$ cat src/rtl/jpeg_bit_packer_if.sv
// Handshake bundle between the Huffman encode controller, the byte packer and the file writer.
`timescale 1ns/1ps
interface jpeg_bit_packer_if #(
  parameter int IN_WIDTH = 32
);
  localparam int LEN_W = $clog2(IN_WIDTH + 1);

  logic                in_valid;
  logic                in_ready;
  logic [IN_WIDTH-1:0] in_bits;
  logic [LEN_W-1:0]    in_len;
  logic                flush;
  logic                out_valid;
  logic                out_ready;
  logic [7:0]          out_byte;
  logic                flush_done;
  logic                busy;

  modport master (
    output in_valid, in_bits, in_len, flush, out_ready,
    input  in_ready, out_valid, out_byte, flush_done, busy
  );

  modport slave (
    input  in_valid, in_bits, in_len, flush, out_ready,
    output in_ready, out_valid, out_byte, flush_done, busy
  );
endinterface

$ cat src/rtl/jpeg_bit_packer.sv
// MSB-first code word packer emitting entropy-coded bytes with 1-padding on flush.
// Define JPEG_BYTE_STUFF_EN to insert a 0x00 after every emitted 0xFF data byte.
`timescale 1ns/1ps
module jpeg_bit_packer #(
  parameter int IN_WIDTH  = 32,
  parameter int ACC_WIDTH = 64   // must be >= IN_WIDTH + 8 and a multiple of 8
) (
  input  logic               clk,
  input  logic               rst,
  jpeg_bit_packer_if.slave   bus
);
  localparam int LEN_W  = $clog2(IN_WIDTH + 1);
  localparam int FILL_W = $clog2(ACC_WIDTH + 1);

  typedef enum logic [1:0] {RUN, FLUSH, DONE} state_t;

  state_t                 state_q, state_d;
  logic [ACC_WIDTH-1:0]   acc_q, acc_d;
  logic [FILL_W-1:0]      fill_q, fill_d;
  logic                   stuff_pending_q, stuff_pending_d;
  logic                   out_valid_q, out_valid_d;
  logic [7:0]             out_byte_q, out_byte_d;
  logic                   flush_done_q, flush_done_d;
  logic                   busy_q, busy_d;

  logic                   in_ready_c, accept, take_flush;
  logic                   out_free, load_stuff, load_data;
  logic [LEN_W-1:0]       len_c;
  logic [IN_WIDTH-1:0]    word;
  logic [ACC_WIDTH-1:0]   acc_sh, acc_a, word_ext, pad_mask;
  logic [FILL_W-1:0]      fill_sh, fill_a, fill_up, fill_r, sh_amt;
  logic [7:0]             data_byte;

  // Mask covering the top n bits of the accumulator.
  function automatic logic [ACC_WIDTH-1:0] top_mask(input logic [FILL_W-1:0] n);
    return ~({ACC_WIDTH{1'b1}} >> n);
  endfunction

  assign in_ready_c     = (state_q == RUN) && (fill_q <= FILL_W'(ACC_WIDTH - IN_WIDTH));
  assign bus.in_ready   = in_ready_c;
  assign bus.out_valid  = out_valid_q;
  assign bus.out_byte   = out_byte_q;
  assign bus.flush_done = flush_done_q;
  assign bus.busy       = busy_q;

  always_comb begin
    accept     = bus.in_valid && in_ready_c;
    take_flush = bus.flush && in_ready_c;
    out_free   = !out_valid_q || bus.out_ready;
    load_stuff = out_free && stuff_pending_q;
    load_data  = out_free && !stuff_pending_q && (fill_q >= FILL_W'(8));
    data_byte  = acc_q[ACC_WIDTH-1 -: 8];

    len_c = (bus.in_len > LEN_W'(IN_WIDTH)) ? LEN_W'(IN_WIDTH) : bus.in_len;
    word  = bus.in_bits & ~({IN_WIDTH{1'b1}} << len_c);

    // Drain first, then append, so a same-cycle word lands after the shifted bits.
    acc_sh  = load_data ? (acc_q << 8) : acc_q;
    fill_sh = load_data ? (fill_q - FILL_W'(8)) : fill_q;
    fill_a  = accept ? (fill_sh + FILL_W'(len_c)) : fill_sh;
    sh_amt  = FILL_W'(ACC_WIDTH) - fill_a;
    word_ext = accept ? ({{(ACC_WIDTH-IN_WIDTH){1'b0}}, word} << sh_amt) : '0;
    acc_a    = acc_sh | word_ext;

    fill_up  = fill_a + FILL_W'(7);
    fill_r   = {fill_up[FILL_W-1:3], 3'b000};
    pad_mask = top_mask(fill_r) & ~top_mask(fill_a);

    acc_d  = take_flush ? (acc_a | pad_mask) : acc_a;
    fill_d = take_flush ? fill_r : fill_a;

`ifdef JPEG_BYTE_STUFF_EN
    if (load_stuff)
      stuff_pending_d = 1'b0;
    else if (load_data && (data_byte == 8'hFF))
      stuff_pending_d = 1'b1;
    else
      stuff_pending_d = stuff_pending_q;
`else
    stuff_pending_d = 1'b0;
`endif

    out_valid_d = out_valid_q;
    out_byte_d  = out_byte_q;
    if (load_stuff) begin
      out_valid_d = 1'b1;
      out_byte_d  = 8'h00;
    end else if (load_data) begin
      out_valid_d = 1'b1;
      out_byte_d  = data_byte;
    end else if (out_free) begin
      out_valid_d = 1'b0;
    end

    state_d = state_q;
    unique case (state_q)
      RUN:   if (take_flush) state_d = FLUSH;
      // Nothing can load when fill and stuff are both empty, so a handshake now drains the last byte.
      FLUSH: if ((fill_q == '0) && !stuff_pending_q && out_free) state_d = DONE;
      DONE:  state_d = RUN;
      default: state_d = RUN;
    endcase

    flush_done_d = (state_d == DONE);
    busy_d       = (fill_d != '0) || out_valid_d || stuff_pending_d || (state_d != RUN);
  end

  always_ff @(posedge clk or posedge rst) begin
    if (rst) begin
      state_q         <= RUN;
      acc_q           <= '0;
      fill_q          <= '0;
      stuff_pending_q <= 1'b0;
      out_valid_q     <= 1'b0;
      out_byte_q      <= 8'h00;
      flush_done_q    <= 1'b0;
      busy_q          <= 1'b0;
    end else begin
      state_q         <= state_d;
      acc_q           <= acc_d;
      fill_q          <= fill_d;
      stuff_pending_q <= stuff_pending_d;
      out_valid_q     <= out_valid_d;
      out_byte_q      <= out_byte_d;
      flush_done_q    <= flush_done_d;
      busy_q          <= busy_d;
    end
  end
endmodule

$ cat src/flat_wrapper.sv
// flat-port wrapper written by rule: the top's interface ports become plain ports
module jpeg_bit_packer_flat 
#(
  parameter int IN_WIDTH  = 32,
  parameter int ACC_WIDTH = 64                                                 
)
  (clk, rst, bus_in_valid, bus_in_bits, bus_in_len, bus_flush, bus_out_ready, bus_in_ready, bus_out_valid, bus_out_byte, bus_flush_done, bus_busy);
  jpeg_bit_packer_if #(.IN_WIDTH(IN_WIDTH)) bus_i ();
  input  logic clk;
  input  logic rst;
  input wire logic [$bits(bus_i.in_valid)-1:0] bus_in_valid;
  input wire logic [$bits(bus_i.in_bits)-1:0] bus_in_bits;
  input wire logic [$bits(bus_i.in_len)-1:0] bus_in_len;
  input wire logic [$bits(bus_i.flush)-1:0] bus_flush;
  input wire logic [$bits(bus_i.out_ready)-1:0] bus_out_ready;
  output wire logic [$bits(bus_i.in_ready)-1:0] bus_in_ready;
  output wire logic [$bits(bus_i.out_valid)-1:0] bus_out_valid;
  output wire logic [$bits(bus_i.out_byte)-1:0] bus_out_byte;
  output wire logic [$bits(bus_i.flush_done)-1:0] bus_flush_done;
  output wire logic [$bits(bus_i.busy)-1:0] bus_busy;
  assign bus_i.in_valid = bus_in_valid;
  assign bus_i.in_bits = bus_in_bits;
  assign bus_i.in_len = bus_in_len;
  assign bus_i.flush = bus_flush;
  assign bus_i.out_ready = bus_out_ready;
  assign bus_in_ready = bus_i.in_ready;
  assign bus_out_valid = bus_i.out_valid;
  assign bus_out_byte = bus_i.out_byte;
  assign bus_flush_done = bus_i.flush_done;
  assign bus_busy = bus_i.busy;
  jpeg_bit_packer #(.IN_WIDTH(IN_WIDTH), .ACC_WIDTH(ACC_WIDTH)) u_core (.clk(clk), .rst(rst), .bus(bus_i));
endmodule
$ cat config.mk
export PLATFORM = sky130hd
export DESIGN_NAME = jpeg_bit_packer_flat
export DESIGN_NICKNAME = d
export VERILOG_FILES = /design/src/rtl/jpeg_bit_packer_if.sv /design/src/rtl/jpeg_bit_packer.sv /design/src/flat_wrapper.sv
export SDC_FILE = /design/constraint.sdc
export NUM_CORES = 1
export LEC_CHECK = 0
export CELL_PAD_IN_SITES_DETAIL_PLACEMENT = 1
export CELL_PAD_IN_SITES_GLOBAL_PLACEMENT = 1
export CORE_ASPECT_RATIO = 1.4
export CORE_UTILIZATION = 45
export DETAILED_ROUTE_END_ITERATION = 8
export PLACE_DENSITY_LB_ADDON = 0.1
export SLEW_MARGIN = 20
export SYNTH_ARGS = -nofsm -noshare
export SYNTH_HDL_FRONTEND = slang
export SYNTH_SLANG_ARGS = --single-unit
$ cat constraint.sdc
create_clock -name clk -period 7.3 [get_ports clk]
set_input_delay 1.46 -clock clk [delete_from_list [all_inputs] [get_ports clk]]
set_output_delay 1.46 -clock clk [all_outputs]
set_load 0.01 [all_outputs]
### Word-level counts from Yosys, hierarchy flattened

Index checks and enable logic that the tools add are counted.

* output and inout port bits: 12
* bits of input ports: 43
* flip-flop bits (word level): 84
* logic and storage cells: 53

* magnitude comparators: 3
* shifts and indexed selects: 4
* bitwise gates (word level): 8
* $add $sub $neg: 4
* multiplexer cells: 12
* reduce and logical (&&, ||, !) cells: 13
* equal/unequal tests: 2

Operators by type and width (number)
* 64-bit 2-to-1 mux: 3
* 64-bit NOT: 3
* 64-bit OR: 2
* 64-bit by 7-bit >> shifter with 64-bit output (first input constant): 2
* 64-bit AND: 1
* 32-bit by 7-bit << shifter with 64-bit output: 1
* 32-bit AND: 1
* 32-bit NOT: 1
* 32-bit by 6-bit << shifter with 32-bit output (first input constant): 1
* 7-bit 2-to-1 mux: 3
* 7-bit by 3-bit adder with 7-bit output (second input constant): 1
* 7-bit by 6-bit adder with 7-bit output: 1
* 7-bit by 4-bit >= comparator with 1-bit output (second input constant): 1
* 7-bit by 6-bit <= comparator with 1-bit output (second input constant): 1
* 7-bit logical NOT: 1
* 7-bit nonzero test: 1
* 7-bit by 4-bit subtractor with 7-bit output (second input constant): 1
* 7-bit subtractor (first input constant): 1
* 6-bit greater-than comparator (second input constant): 1
* 6-bit 2-to-1 mux: 1
* 1-bit logical AND: 5
* 2-bit 2-to-1 mux: 2
* 2-bit one-hot mux with 2 select lines: 1
* 1-bit logical OR: 3
* other kinds (6): 7

### Longest topological paths before layout

* depth after elaboration: 12
* gate-level depth with buffers: 21
* depth with buffers taken out: 20

### Least setup slack after synthesis

OpenSTA, ideal clock, no wires.

* path kind: input-to-reg
* start: input port bus_in_len[5]
* end: register u_core.acc_q[49]
* path slack: 1.931 ns
* arrival time: 5.243 ns
* stages on the path: 17
* path buffers: 3
* setup time: 0.126 ns
* cells stage by stage: buf_2 -> nor2b_1 -> nand2_1 -> fa_1 -> nor2_1 -> a21oi_1 -> ha_1 -> inv_1 -> ha_1 -> clkbuf_1 -> buf_1 -> nor3_1 -> a211oi_1 -> mux2_2 -> nor2_1 -> a32o_1 -> a221o_1

* word-level cells in the longest chain between the ends: 10

Ends and longest elaborated chain
* start, declared: line flat_wrapper.sv:13 `input wire logic [$bits(bus_i.in_len)-1:0] bus_in_len;`
* 6-bit greater-than comparator: line jpeg_bit_packer.sv:54 `len_c = (bus.in_len > LEN_W'(IN_WIDTH)) ? LEN_W'(IN_WIDTH) : bus.in_len;`
* 6-bit 2-to-1 mux *: line jpeg_bit_packer.sv:54
* 7-bit by 6-bit adder with 7-bit output / 32-bit by 6-bit << shifter with 32-bit output (equally long branches): line jpeg_bit_packer.sv:60, jpeg_bit_packer.sv:55
* 7-bit 2-to-1 mux / 32-bit NOT (equally long branches): line jpeg_bit_packer.sv:60, jpeg_bit_packer.sv:55
* 7-bit by 3-bit adder with 7-bit output (tied with other cells): line jpeg_bit_packer.sv:65 `fill_up = fill_a + FILL_W'(7);`
* 64-bit by 7-bit >> shifter with 64-bit output (tied with other cells): line jpeg_bit_packer.sv:36 `return ~({ACC_WIDTH{1'b1}} >> n);`
* 64-bit NOT (tied with other cells): line jpeg_bit_packer.sv:36
* 64-bit AND / 64-bit OR (equally long branches): line jpeg_bit_packer.sv:67, jpeg_bit_packer.sv:63
* 64-bit OR: line jpeg_bit_packer.sv:69 `acc_d = take_flush ? (acc_a | pad_mask) : acc_a;`
* 64-bit 2-to-1 mux *: line jpeg_bit_packer.sv:69
* net u_core.acc_d[49]: line jpeg_bit_packer.sv:18 `logic [ACC_WIDTH-1:0] acc_q, acc_d;`
* end signal, assigned: line jpeg_bit_packer.sv:111 `acc_q <= '0;`
* end signal, assigned: line jpeg_bit_packer.sv:120 `acc_q <= acc_d;`
* end, declared: line jpeg_bit_packer.sv:18

Mark *: on every way through the listed nets, which the timed path passes. The rest lies on a longest branch.
A chain may end at the register's enable or synchronous reset.

### Worst setup path in the final report

* start: input port bus_in_len[1]
* end: register u_core.acc_q[54]

Same word-level chain as after synthesis.

==> reports/summary.md <==
The run finished with clean final reports. The library cell used most frequently in the layout, excluding fill and tap cells, is sky130_fd_sc_hd__nor2_1. The die outline area was 0.0190 mm²; the post-detailed-route via-to-cell ratio was 6.65. In this run the post-CTS setup repair buffer count came out at 0. The net switching power is 1.44 mW. The tools report the net count after synthesis as 1086.

In the synthesized netlist the dominant register cell turns out to be sky130_fd_sc_hd__dfrtp_1. Setup violations remaining at the end of the flow were counted as 0. For the number of buffers between clock root and the deepest sink, the log shows 2. TritonCTS built the clock tree. The fraction of power consumed by combinational cells was 0.599. The core region is 0.0180 mm². The detail route stage leaves a number of antenna-violating nets equal to 0. For the post-layout instance area, the log shows 0.00932 mm². For this design, the sink count on the clock tree is 84.

The first routing iteration left 665 violations. For the wire length of the first global-routing pass, the log shows 51300 µm. The buffer type at the clock tree root was sky130_fd_sc_hd__clkbuf_16. Once layout is complete, the cells apart from fillers number 1288.

The tools report the initial antenna violation count as 0. The run gives 0.94 ns as the internal reg-to-reg setup slack. For the headroom to the max-slew limit, the log shows 0.282. Initial core utilization: 0.462. In the routed design, unresolved DRC markers number 0. The source of the worst register-to-register timing path was u_core.fill_q[2].

The completed layout was analyzed and its total power is 2.94 mW. For the worst-skew pair, the clock arrives at the later sink with an insertion delay of 0.36 ns. The run gives 96 as the number of library cell types mapped by synthesis. From left edge to right edge, the die measures 117 µm. The highest achievable clock rate was 148 MHz. In this run, synthesis inferred 0 flip-flops with an integrated enable. The max-slew violation count was 0; the areal power density over the cells was 315 mW/mm². The number of stages on the worst hold path works out to 2.

The switching share of power is 0.491. The number of cells on the worst reg-to-reg path works out to 15. The tools report the hold-critical path endpoint as u_core.bus.out_byte[7].

For the total count of hold-check failures in the final report, the log shows 0. The utilization after layout came out at 0.518. From synthesis to final layout, the design area changed by 12.1%. The tools report the setup total negative slack as 0 ns. The routed wire length was 33300 µm; the final critical-path share of the clock period was 0.925. Routability-driven placement finished with a final weighted congestion of 0.980. The cell with the largest stage delay on the worst path was sky130_fd_sc_hd__clkdlybuf4s50_1.

CTS built an H-tree with a depth of 3. The min-delay analysis places its worst path in the category reg -> reg. For the part of the power in registers, the log shows 0.229. The length of the first detailed-routing pass in iterations is 5. The internal power of the cells totals 1.49 mW.

The relative contribution of the clock network to total power is 0.173. The average instance area after synthesis was 8.07 µm²; the required time of the critical path was 7.59 ns. IR analysis of the VDD net gives a maximum drop of 0.000266 V. For this run, the post-layout net count is 1098. Arrival time of data at the critical path endpoint: 7.05 ns.

The tools report the detailed-placement wirelength estimate as 25400 µm. The flop and latch count out of synthesis came out at 84. The worst hold path begins at u_core.acc_q[63]. Setup repair after global routing left no endpoint under its margin.

The placed instances occupy a cell area of 0.00901 mm². The top fanout value on the critical path is 20. The via count of the first global-routing pass was 8723; the sequential fraction of the synthesis area was 0.253.

Traced cell by cell, the critical path runs through clkdlybuf4s50_1, nand2b_1, inv_1, ha_1, and4b_1, o31a_1, nor2_1, o221a_2, nand2_1, nor2_1, and2_1, ha_1, o21ai_1, nand2b_1, nand2_1, a2111oi_0, a211o_1. The biggest area contributor in the post-synthesis netlist is sky130_fd_sc_hd__dfrtp_1. STA classifies the critical path endpoint as a flip-flop.

Synthesis produced a netlist whose cell count is 1031. By area the synthesized netlist is led by sky130_fd_sc_hd__dfrtp_1 25%, sky130_fd_sc_hd__mux2i_1 11%, sky130_fd_sc_hd__nor2_1 6.8%. Capture point of the worst reg-to-reg path: u_core.acc_q[54]. The proportion of register bits with asynchronous set or reset after synthesis came out at 1.00.

The Yosys step of the flow raised 0 warnings. For this design the top-level I/O count stands at 55. The run gives 0.364 as the total global-route track usage. The largest net degree at the start of global routing was 64; the number of hold buffers added after cts was 0. 0 antenna diodes ended up in the layout. The fraction of layout cells with a size suffix above 1 is 0.125. For the netlist area before placement, the log shows 0.00832 mm². Tracing the worst setup path back leads to its startpoint at bus_in_len[1].

TritonCTS created 9 clock buffers. The minimum clock period after layout works out to 6.75 ns. The worst setup path is of the in -> reg kind.

The leakage power is 3.93 nW, and the placement row count is 58. For the number of vias after detailed routing, the log shows 8568. STA classifies the critical path startpoint as an input port.

The clock transition time at the flip-flop clock pins of the worst setup and hold paths was 0.06 ns; the port buffer count was 54. The maximum single-stage delay on the critical path was 0.74 ns. The max capacitance violation total was 0; the layout filler cell count was 2263.

For the pin with the worst max-slew slack, the measured transition is 1.07 ns. Including well taps, the total number of placed cells is 1272. The die is 163 µm tall. The number of gates given a new drive strength after cts is 0.

The top cell types in the final layout, fill and taps aside, are 150 x sky130_fd_sc_hd__nor2_1, 112 x sky130_fd_sc_hd__nand2_1, 88 x sky130_fd_sc_hd__mux2i_1. For the final database, setup skew stands at 0.00692 ns. The wire length per cell after detailed routing was 25.9 µm; the total grt overflow was 0.

The fraction of synthesized cell area taken by the top area cell type works out to 0.253.
[cell families after synthesis]
logic type               after synthesis  synth area share
XOR/XNOR                              20            0.0317
buffers and inverters                104            0.0582
adder cells (fa/ha/maj)               12            0.0190
AO/OA/AOI/OAI                        289             0.245
multiplexers                         127             0.171
AND/OR/NAND/NOR                      395             0.222
flip-flops                            84             0.253
[registers in the layout, summed over array words and instances, names as in the netlist]
signal and cells:
u_core.bus.busy 1, u_core.bus.out_valid 1, u_core.bus.flush_done 1, u_core.acc_q 64, u_core.fill_q 7, u_core.state_q 2, u_core.bus.out_byte 8
[metal layers]
metal | share of wire | routed length [µm] | global-route usage | vias to the layer above
met1 | 0.40 | 13300 | 0.446 | 4218
met5 | 0 | 0 | 0 | -
met3 | 0.059 | 1980 | 0.0588 | 140
met2 | 0.47 | 15700 | 0.590 | 385
met4 | 0.068 | 2270 | 0.226 | 0
li1 | - | - | - | 3825
[through the flow]
step,worst slack [ns],hold WS (ns)
6_report,0.547,0.472
2_1_floorplan,1.93,0.438
4_1_cts,0.716,0.475
3_3_place_gp,0.386,0.444
5_1_grt,0.402,0.507
3_5_place_dp,0.386,0.457
[worst max-delay path: cells and delay by family]
kind                       cells  cell delay (ns)
AOI/OAI and AO/OA              5             2.00
and+or+nand+nor                8             2.12
adders and majority gates      2             0.61
buffers and inverters          2             0.85
[power by group through the flow]
stage	clock network (mW)	registers [mW]	logic, mW
after detailed placement	0	0.678	1.70
after floorplan	0	0.663	1.16
after CTS	0.510	0.670	1.71
final	0.507	0.672	1.76
after global placement	0	0.673	1.69
after global routing	0.526	0.687	1.87
[final cells by class]
cell class / count / area, µm² / area share
Multi-Input combinational cell: 843 / 5750 / 0.617
Sequential cell: 84 / 2100 / 0.225
Timing Repair Buffer: 85 / 773 / 0.0829
Inverter: 20 / 76.3 / 0.00819
Clock buffer: 10 / 229 / 0.0246
Clock inverter: 6 / 88.8 / 0.00953
Tap cell: 240 / 300 / 0.0322
[how the worst max path moves through the flow]
stage | end | slack, ns | cells after the start
after floorplan | u_core.acc_q[49] | 1.93 | 17
after global placement | u_core.acc_q[41] | 0.39 | 16
after detailed placement | u_core.acc_q[44] | 0.39 | 16
after CTS | u_core.acc_q[54] | 0.72 | 17
after global routing | u_core.acc_q[54] | 0.40 | 17
final | u_core.acc_q[54] | 0.55 | 17
[cells in the mapped netlist, drive strengths merged (11+ instances only)]
master,instances
nand2b,12
buf,37
clkbuf,47
nand2,113
mux2i,88
and3,11
o22ai,15
nor3,24
ha,11
a21oi,38
a31oi,12
o21ai,84
xnor2,16
dfrtp,84
nand3,29
nor2,150
o221ai,19
o211ai,14
inv,20
mux2,30
Note: power is estimated with default switching activity, not from simulation.
